--- config.mk ---
export PLATFORM = sky130hd
export DESIGN_NAME = if_prefetch_queue_flat
export DESIGN_NICKNAME = d
export VERILOG_FILES = /design/src/rtl/if_prefetch_queue_if.sv /design/src/rtl/if_prefetch_queue.sv /design/src/flat_wrapper.sv
export SDC_FILE = /design/constraint.sdc
export NUM_CORES = 1
export LEC_CHECK = 0
export BUFFER_PORTS_ARGS = -buffer_cell sky130_fd_sc_hd__buf_4
export CORE_UTILIZATION = 40
export CTS_BUF_LIST = sky130_fd_sc_hd__clkbuf_8
export DETAILED_ROUTE_END_ITERATION = 16
export SLEW_MARGIN = 25
export SYNTH_ARGS = -nofsm -noshare
export SYNTH_HDL_FRONTEND = slang
export SYNTH_SLANG_ARGS = --single-unit
export TNS_END_PERCENT = 30
--- constraint.sdc ---
create_clock -name clk -period 6.75 [get_ports clk]
set_clock_uncertainty 0.2 [all_clocks]
set_input_delay 0.675 -clock clk [delete_from_list [all_inputs] [get_ports clk]]
set_output_delay 0.675 -clock clk [all_outputs]
set_load 0.05 [all_outputs]
--- src/rtl/if_prefetch_queue_if.sv ---
// Bundle of the fetch-side handshakes of the prefetch queue: redirect in,
// icache request/response, and head-of-queue presentation to IF/ID.
interface if_prefetch_queue_if #(
  parameter int ADDR_W = 32,
  parameter int INST_W = 32
);
  logic              jump_flag;
  logic [ADDR_W-1:0] jump_target;
  logic              instruction_read_flag;
  logic [ADDR_W-1:0] instruction_read;
  logic              instruction_flag;
  logic [INST_W-1:0] instruction;
  logic              stall_in;
  logic              _valid;
  logic [ADDR_W-1:0] _pc;
  logic [INST_W-1:0] _instruction;
  logic              stall_flag;

  // Queue side: issues fetches and presents the head entry.
  modport master (
    input  jump_flag, jump_target, instruction_flag, instruction, stall_in,
    output instruction_read_flag, instruction_read, _valid, _pc, _instruction,
    stall_flag
  );

  // Environment side: execute stage, icache and IF/ID.
  modport slave (
    output jump_flag, jump_target, instruction_flag, instruction, stall_in,
    input  instruction_read_flag, instruction_read, _valid, _pc, _instruction,
    stall_flag
  );
endinterface

--- src/rtl/if_prefetch_queue.sv ---
// Instruction prefetch queue: keeps up to DEPTH fetched {pc, instruction}
// pairs ahead of decode, one icache request in flight, flushed on redirect.
//
// state   | meaning
// --------+--------------------------------------------------------------
// IDLE    | no request outstanding (queue full, or just redirected/reset)
// REQ     | request for fetch_pc outstanding; response is pushed
// DISCARD | stale request outstanding after redirect; response dropped
module if_prefetch_queue #(
  parameter int ADDR_W = 32,
  parameter int INST_W = 32,
  parameter int DEPTH  = 4
) (
  input  logic                clk,
  input  logic                rst,
  if_prefetch_queue_if.master bus
);
  localparam int PTR_W = $clog2(DEPTH);
  localparam int CNT_W = $clog2(DEPTH + 1);
  localparam logic [CNT_W-1:0] FULL = CNT_W'(DEPTH);

  typedef enum logic [1:0] {IDLE, REQ, DISCARD} state_t;

  state_t            state;
  logic [ADDR_W-1:0] fetch_pc;
  logic [PTR_W-1:0]  rd_ptr;
  logic [PTR_W-1:0]  wr_ptr;
  logic [CNT_W-1:0]  count;
  logic [CNT_W-1:0]  count_next;
  logic [ADDR_W-1:0] pc_q   [DEPTH];
  logic [INST_W-1:0] inst_q [DEPTH];
  logic              read_flag_q;
  logic [ADDR_W-1:0] read_addr_q;
  logic              head_valid;
  logic              push;
  logic              pop;

  assign head_valid = (count != '0);

  // Redirect suppresses both push and pop; the flush wins that cycle.
  assign pop  = head_valid && !bus.stall_in && !bus.jump_flag;
  assign push = (state == REQ) && bus.instruction_flag && !bus.jump_flag &&
                (count < FULL);

  // Occupancy after this cycle's push/pop (redirect handled separately).
  always_comb begin
    count_next = count;
    if (push && !pop) begin
      count_next = count + CNT_W'(1);
    end else if (!push && pop) begin
      count_next = count - CNT_W'(1);
    end
  end

  assign bus._valid                = head_valid;
  assign bus._pc                   = head_valid ? pc_q[rd_ptr]   : '0;
  assign bus._instruction          = head_valid ? inst_q[rd_ptr] : '0;
  assign bus.stall_flag            = !head_valid;
  assign bus.instruction_read_flag = read_flag_q;
  assign bus.instruction_read      = read_addr_q;

  // Queue storage, pointers, fetch PC and fetch FSM with registered request.
  always_ff @(posedge clk) begin
    if (rst) begin
      state       <= IDLE;
      fetch_pc    <= '0;
      rd_ptr      <= '0;
      wr_ptr      <= '0;
      count       <= '0;
      read_flag_q <= 1'b0;
      read_addr_q <= '0;
      for (int i = 0; i < DEPTH; i++) begin
        pc_q[i]   <= '0;
        inst_q[i] <= '0;
      end
    end else begin
      if (push) begin
        pc_q[wr_ptr]   <= fetch_pc;
        inst_q[wr_ptr] <= bus.instruction;
      end

      if (bus.jump_flag) begin
        rd_ptr   <= '0;
        wr_ptr   <= '0;
        count    <= '0;
        fetch_pc <= bus.jump_target;
      end else begin
        if (pop) rd_ptr <= rd_ptr + PTR_W'(1);
        if (push) begin
          wr_ptr   <= wr_ptr + PTR_W'(1);
          fetch_pc <= fetch_pc + ADDR_W'(4);
        end
        count <= count_next;
      end

      case (state)
        IDLE: begin
          if (!bus.jump_flag && (count < FULL)) begin
            state       <= REQ;
            read_flag_q <= 1'b1;
            read_addr_q <= fetch_pc;
          end else begin
            read_flag_q <= 1'b0;
            read_addr_q <= '0;
          end
        end
        REQ: begin
          if (bus.jump_flag) begin
            if (bus.instruction_flag) begin
              state       <= IDLE;
              read_flag_q <= 1'b0;
              read_addr_q <= '0;
            end else begin
              // Keep the old address on the bus until the icache answers.
              state <= DISCARD;
            end
          end else if (bus.instruction_flag) begin
            if (count_next < FULL) begin
              read_addr_q <= fetch_pc + ADDR_W'(4);
            end else begin
              state       <= IDLE;
              read_flag_q <= 1'b0;
              read_addr_q <= '0;
            end
          end
        end
        DISCARD: begin
          if (bus.instruction_flag) begin
            state       <= IDLE;
            read_flag_q <= 1'b0;
            read_addr_q <= '0;
          end
        end
        default: begin
          state       <= IDLE;
          read_flag_q <= 1'b0;
          read_addr_q <= '0;
        end
      endcase
    end
  end
endmodule
--- src/flat_wrapper.sv ---
// flat-port wrapper written by rule: the top's interface ports become plain ports
module if_prefetch_queue_flat 
#(
  parameter int ADDR_W = 32,
  parameter int INST_W = 32,
  parameter int DEPTH  = 4
)
  (clk, rst, bus_jump_flag, bus_jump_target, bus_instruction_flag, bus_instruction, bus_stall_in, bus_instruction_read_flag, bus_instruction_read, bus__valid, bus__pc, bus__instruction, bus_stall_flag);
  if_prefetch_queue_if #(.ADDR_W(ADDR_W), .INST_W(INST_W)) bus_i ();
  input  logic clk;
  input  logic rst;
  input wire logic [$bits(bus_i.jump_flag)-1:0] bus_jump_flag;
  input wire logic [$bits(bus_i.jump_target)-1:0] bus_jump_target;
  input wire logic [$bits(bus_i.instruction_flag)-1:0] bus_instruction_flag;
  input wire logic [$bits(bus_i.instruction)-1:0] bus_instruction;
  input wire logic [$bits(bus_i.stall_in)-1:0] bus_stall_in;
  output wire logic [$bits(bus_i.instruction_read_flag)-1:0] bus_instruction_read_flag;
  output wire logic [$bits(bus_i.instruction_read)-1:0] bus_instruction_read;
  output wire logic [$bits(bus_i._valid)-1:0] bus__valid;
  output wire logic [$bits(bus_i._pc)-1:0] bus__pc;
  output wire logic [$bits(bus_i._instruction)-1:0] bus__instruction;
  output wire logic [$bits(bus_i.stall_flag)-1:0] bus_stall_flag;
  assign bus_i.jump_flag = bus_jump_flag;
  assign bus_i.jump_target = bus_jump_target;
  assign bus_i.instruction_flag = bus_instruction_flag;
  assign bus_i.instruction = bus_instruction;
  assign bus_i.stall_in = bus_stall_in;
  assign bus_instruction_read_flag = bus_i.instruction_read_flag;
  assign bus_instruction_read = bus_i.instruction_read;
  assign bus__valid = bus_i._valid;
  assign bus__pc = bus_i._pc;
  assign bus__instruction = bus_i._instruction;
  assign bus_stall_flag = bus_i.stall_flag;
  if_prefetch_queue #(.ADDR_W(ADDR_W), .INST_W(INST_W), .DEPTH(DEPTH)) u_core (.clk(clk), .rst(rst), .bus(bus_i));
endmodule
==> impl_results.md <==
* Fillers at 3560
* Per-cell routed wire length at 21.0 um
* Final setup TNS at 0 ps
* Vias in the first global route at 10900
* Initial core utilization at 40.8%
* Die span in x at 198 um
* WP buf/inv at 4
* Inst Count DP at 1921
* Sequential share of the synthesized area at around three fifths
* Post-cts sizing count at 0
* RSZ-0062 raised after global routing: no
* Slew Limit Fails at 0
* Pre-CTS setup slack at 2180 ps
* Largest net degree at the start of global routing at 67
* Leading area contributor after synthesis: edfxtp_1
* Register bit total from synthesis at about 330
* Post-CTS setup buffers at 0
* Crit path max fanout at 66
* Status: finished, final reports clean
* Setup ws final at 2210 ps
* CTS Root Cell: clkbuf_8
* Post-synth EDFFs at 256
* Final setup fails at 0
* Number of diodes at 0
* CTS Buffer Depth at 3
* Nature of the critical path endpoint: register
* Die Height at 198 um
* Syn Nets at about 1400
* Min Tclk post-route at roughly 4500 ps
* Crit path top cell by count: inv_1
* Routability cong. at 0.862
* Detailed Place HPWL at 25400 um
* Ys Warns at 0
* Setup crit start kind: register
* CTS tree: built
* Antenna-violating nets left at 0
* Maximum clock rate at approximately 0.22 GHz
* Post-Syn Area per Cell at between 10 and 15 sq um
* # hold bufs at CTS at 0
* Layout cells sized above 1 at 22.9%
* Post-synth top flop: edfxtp_1
* Total Routing Usage GR at 21.8%
* Total grt overflow at 0
* Inserted Clock Buffers at 57
* Cell Rows at 71
* Die area at 39400 sq um
* Max-cap violations at 0
* Skew-Pair Late Insertion Delay at between 600 and 700 ps
* Synth Instances at 1328
* Nets at 1546
* Peak supply drop at about 0.00017 V
* Hold depth at 3
* Clock-pin slew on the worst setup and hold paths at roughly 70 ps
* Leak at between 7 and 8 nW
* Worst Path Required at 7050 ps
* Slew @ Worst Pin at 1000 ps
* Drt drc at 0
* Synth unique cells at 66
* Crit share post-route at 67.2%
* Reg2Reg Depth at 14
* Vias/cell at 5.39
* Final hold violations at 0
* Initial DRC count at 857
* CTS H-tree depth at 2
* Vias at 10900
* IO buf count at 167
* Final non-filler cell total at 2031
* Post-Route WL at 42600 um
* Synth area leaders: edfxtp_1 50%, dfxtp_1 9.9%, mux4_2 9.3%, and2_1 4.9%, nor2_1 4.7%
* Initial antenna violation count at 0
* I/O pins at 168
* Setup CP Type: register to register
* CP max stage delay at 700 ps
* Crit path cell chain: inv_1, ha_1, nand2b_2, buf_4, inv_1, nor3_1, inv_1, ha_1, and3_1, a211oi_2, or2_2, o211a_1, o22ai_1, a31o_2
* Cell depth of the worst setup path at 14
* Slew HR at 32.9%
* Mapped Area at 15400 sq um
* Top cell type's share of synthesized area at 49.8%
* Core area at 37800 sq um
* CTS Sinks at roughly 330
* DRT Pass-1 Iters at 8
* Area growth, synth to finish at 18.2%
* Pwr Density at 241 nW/um^2
* CP max-delay cell: or2_2
* HP Class: input pin to register
* WP data arrival at 4830 ps
* Post-synth ARST share at 0%
* First-pass GRT wire length at 64200 um
* Delay-heaviest family, CP: simple AND/OR/NAND/NOR gates
[flip-flops by register name (all words and copies together) (netlist names), named ones only]
register,flops
u_core.bus.instruction_read_flag,1
u_core.bus.instruction_read,32
u_core.rd_ptr,2
u_core.inst_q,128
u_core.count,3
u_core.fetch_pc,32
u_core.wr_ptr,2
u_core.pc_q,128
u_core.state,2
[worst min-delay path, delay by kind of cell]
family | cells | cell delay (ps)
AOI/OAI and AO/OA | 1 | 60
buffers and inverters | 1 | 90
and+or+nand+nor | 1 | 70
[area by class of cell]
type | instances | area, sq um | area share [%]
clock buffer | 63 | 867 | 4.75
multi-input combinational | 819 | 5550 | 30.4
tap | 511 | 639 | 3.50
clock inverter | 45 | 251 | 1.38
inverter | 74 | 278 | 1.52
sequential | 332 | 9220 | 50.5
timing repair buffer | 187 | 1450 | 7.94
[Yosys cell counts, types with 5 or more instances]
library cell,n
nor4_1,15
clkbuf_2,7
xor2_1,7
xnor2_1,5
and4_1,5
a31oi_1,9
ha_1,6
buf_2,21
nand2_1,117
a21o_1,5
nand2b_1,6
or2_2,5
nor2_1,192
nor3b_1,5
nor3_1,31
a21oi_1,48
o21ai_0,53
mux4_2,64
clkbuf_1,68
nand4_1,9
dfxtp_1,76
nand3_1,14
and3_1,13
or3_1,7
a211oi_1,7
a221oi_1,9
and2_1,122
inv_1,72
a22oi_1,6
edfxtp_1,256
[power breakdown]
group,switching [mW],internal [mW]
logic,0.183,0.105
clock network,0.839,0.936
registers,0.0542,2.27
[logic make-up after synthesis]
logic type,Yosys count,share of synthesized area (%)
adder cells (fa/ha/maj),6,0.486
buffers and inverters,177,4.70
AO/OA/AOI/OAI,175,7.07
flip-flops,332,59.6
AND/OR/NAND/NOR,558,17.8
multiplexers,68,9.59
XOR/XNOR,12,0.681
[placed cells by master (no fill, tap or decap), types with 6 or more instances in the layout]
cell,count
mux4_2,64
a21oi_1,48
nor2_1,192
a31oi_1,9
o21ai_0,53
nand4_1,9
a221oi_1,9
edfxtp_1,256
xor2_1,7
ha_1,6
a211oi_1,7
nand3_1,14
and3_1,13
nor3_1,31
or3_1,7
a22oi_1,6
nand2_1,117
inv_1,106
and2_1,122
buf_4,184
clkbuf_8,63
nor4_1,14
dfxtp_1,74
[layer usage]
metal	global-route usage (%)	vias to the layer above	wire length (um)
li1	-	5045	-
met1	29.6	5385	18400
met2	35.6	444	20100
met3	3.97	63	3150
met4	6.35	0	886
met5	0	-	0
[stage by stage]
| step | hold slack (ps) | power, mW | util [%] | area, sq um |
|---|---|---|---|---|
| after global placement | 279 | 2.65 | 45.1 | 17100 |
| final | 109 | 4.39 | 48.2 | 18300 |
| after CTS | 69.7 | 4.43 | 48.1 | 18200 |
| after global routing | 95.6 | 4.54 | 48.2 | 18300 |
| after detailed placement | 279 | 2.66 | 45.1 | 17100 |
| after floorplan | 267 | 2.53 | - | 15400 |
[final timing paths]
kind                                                 startpoint                               to  slack (ps)
worst min register to register  u_core.bus.instruction_read[24]  u_core.bus.instruction_read[24]         300
worst max-delay path                            u_core.count[0]  u_core.bus.instruction_read[21]        2210
worst min-delay path                         bus_jump_target[2]               u_core.fetch_pc[2]         110
worst max register to register                  u_core.count[0]  u_core.bus.instruction_read[21]        2210
Note: power is estimated with default switching activity, not from simulation.
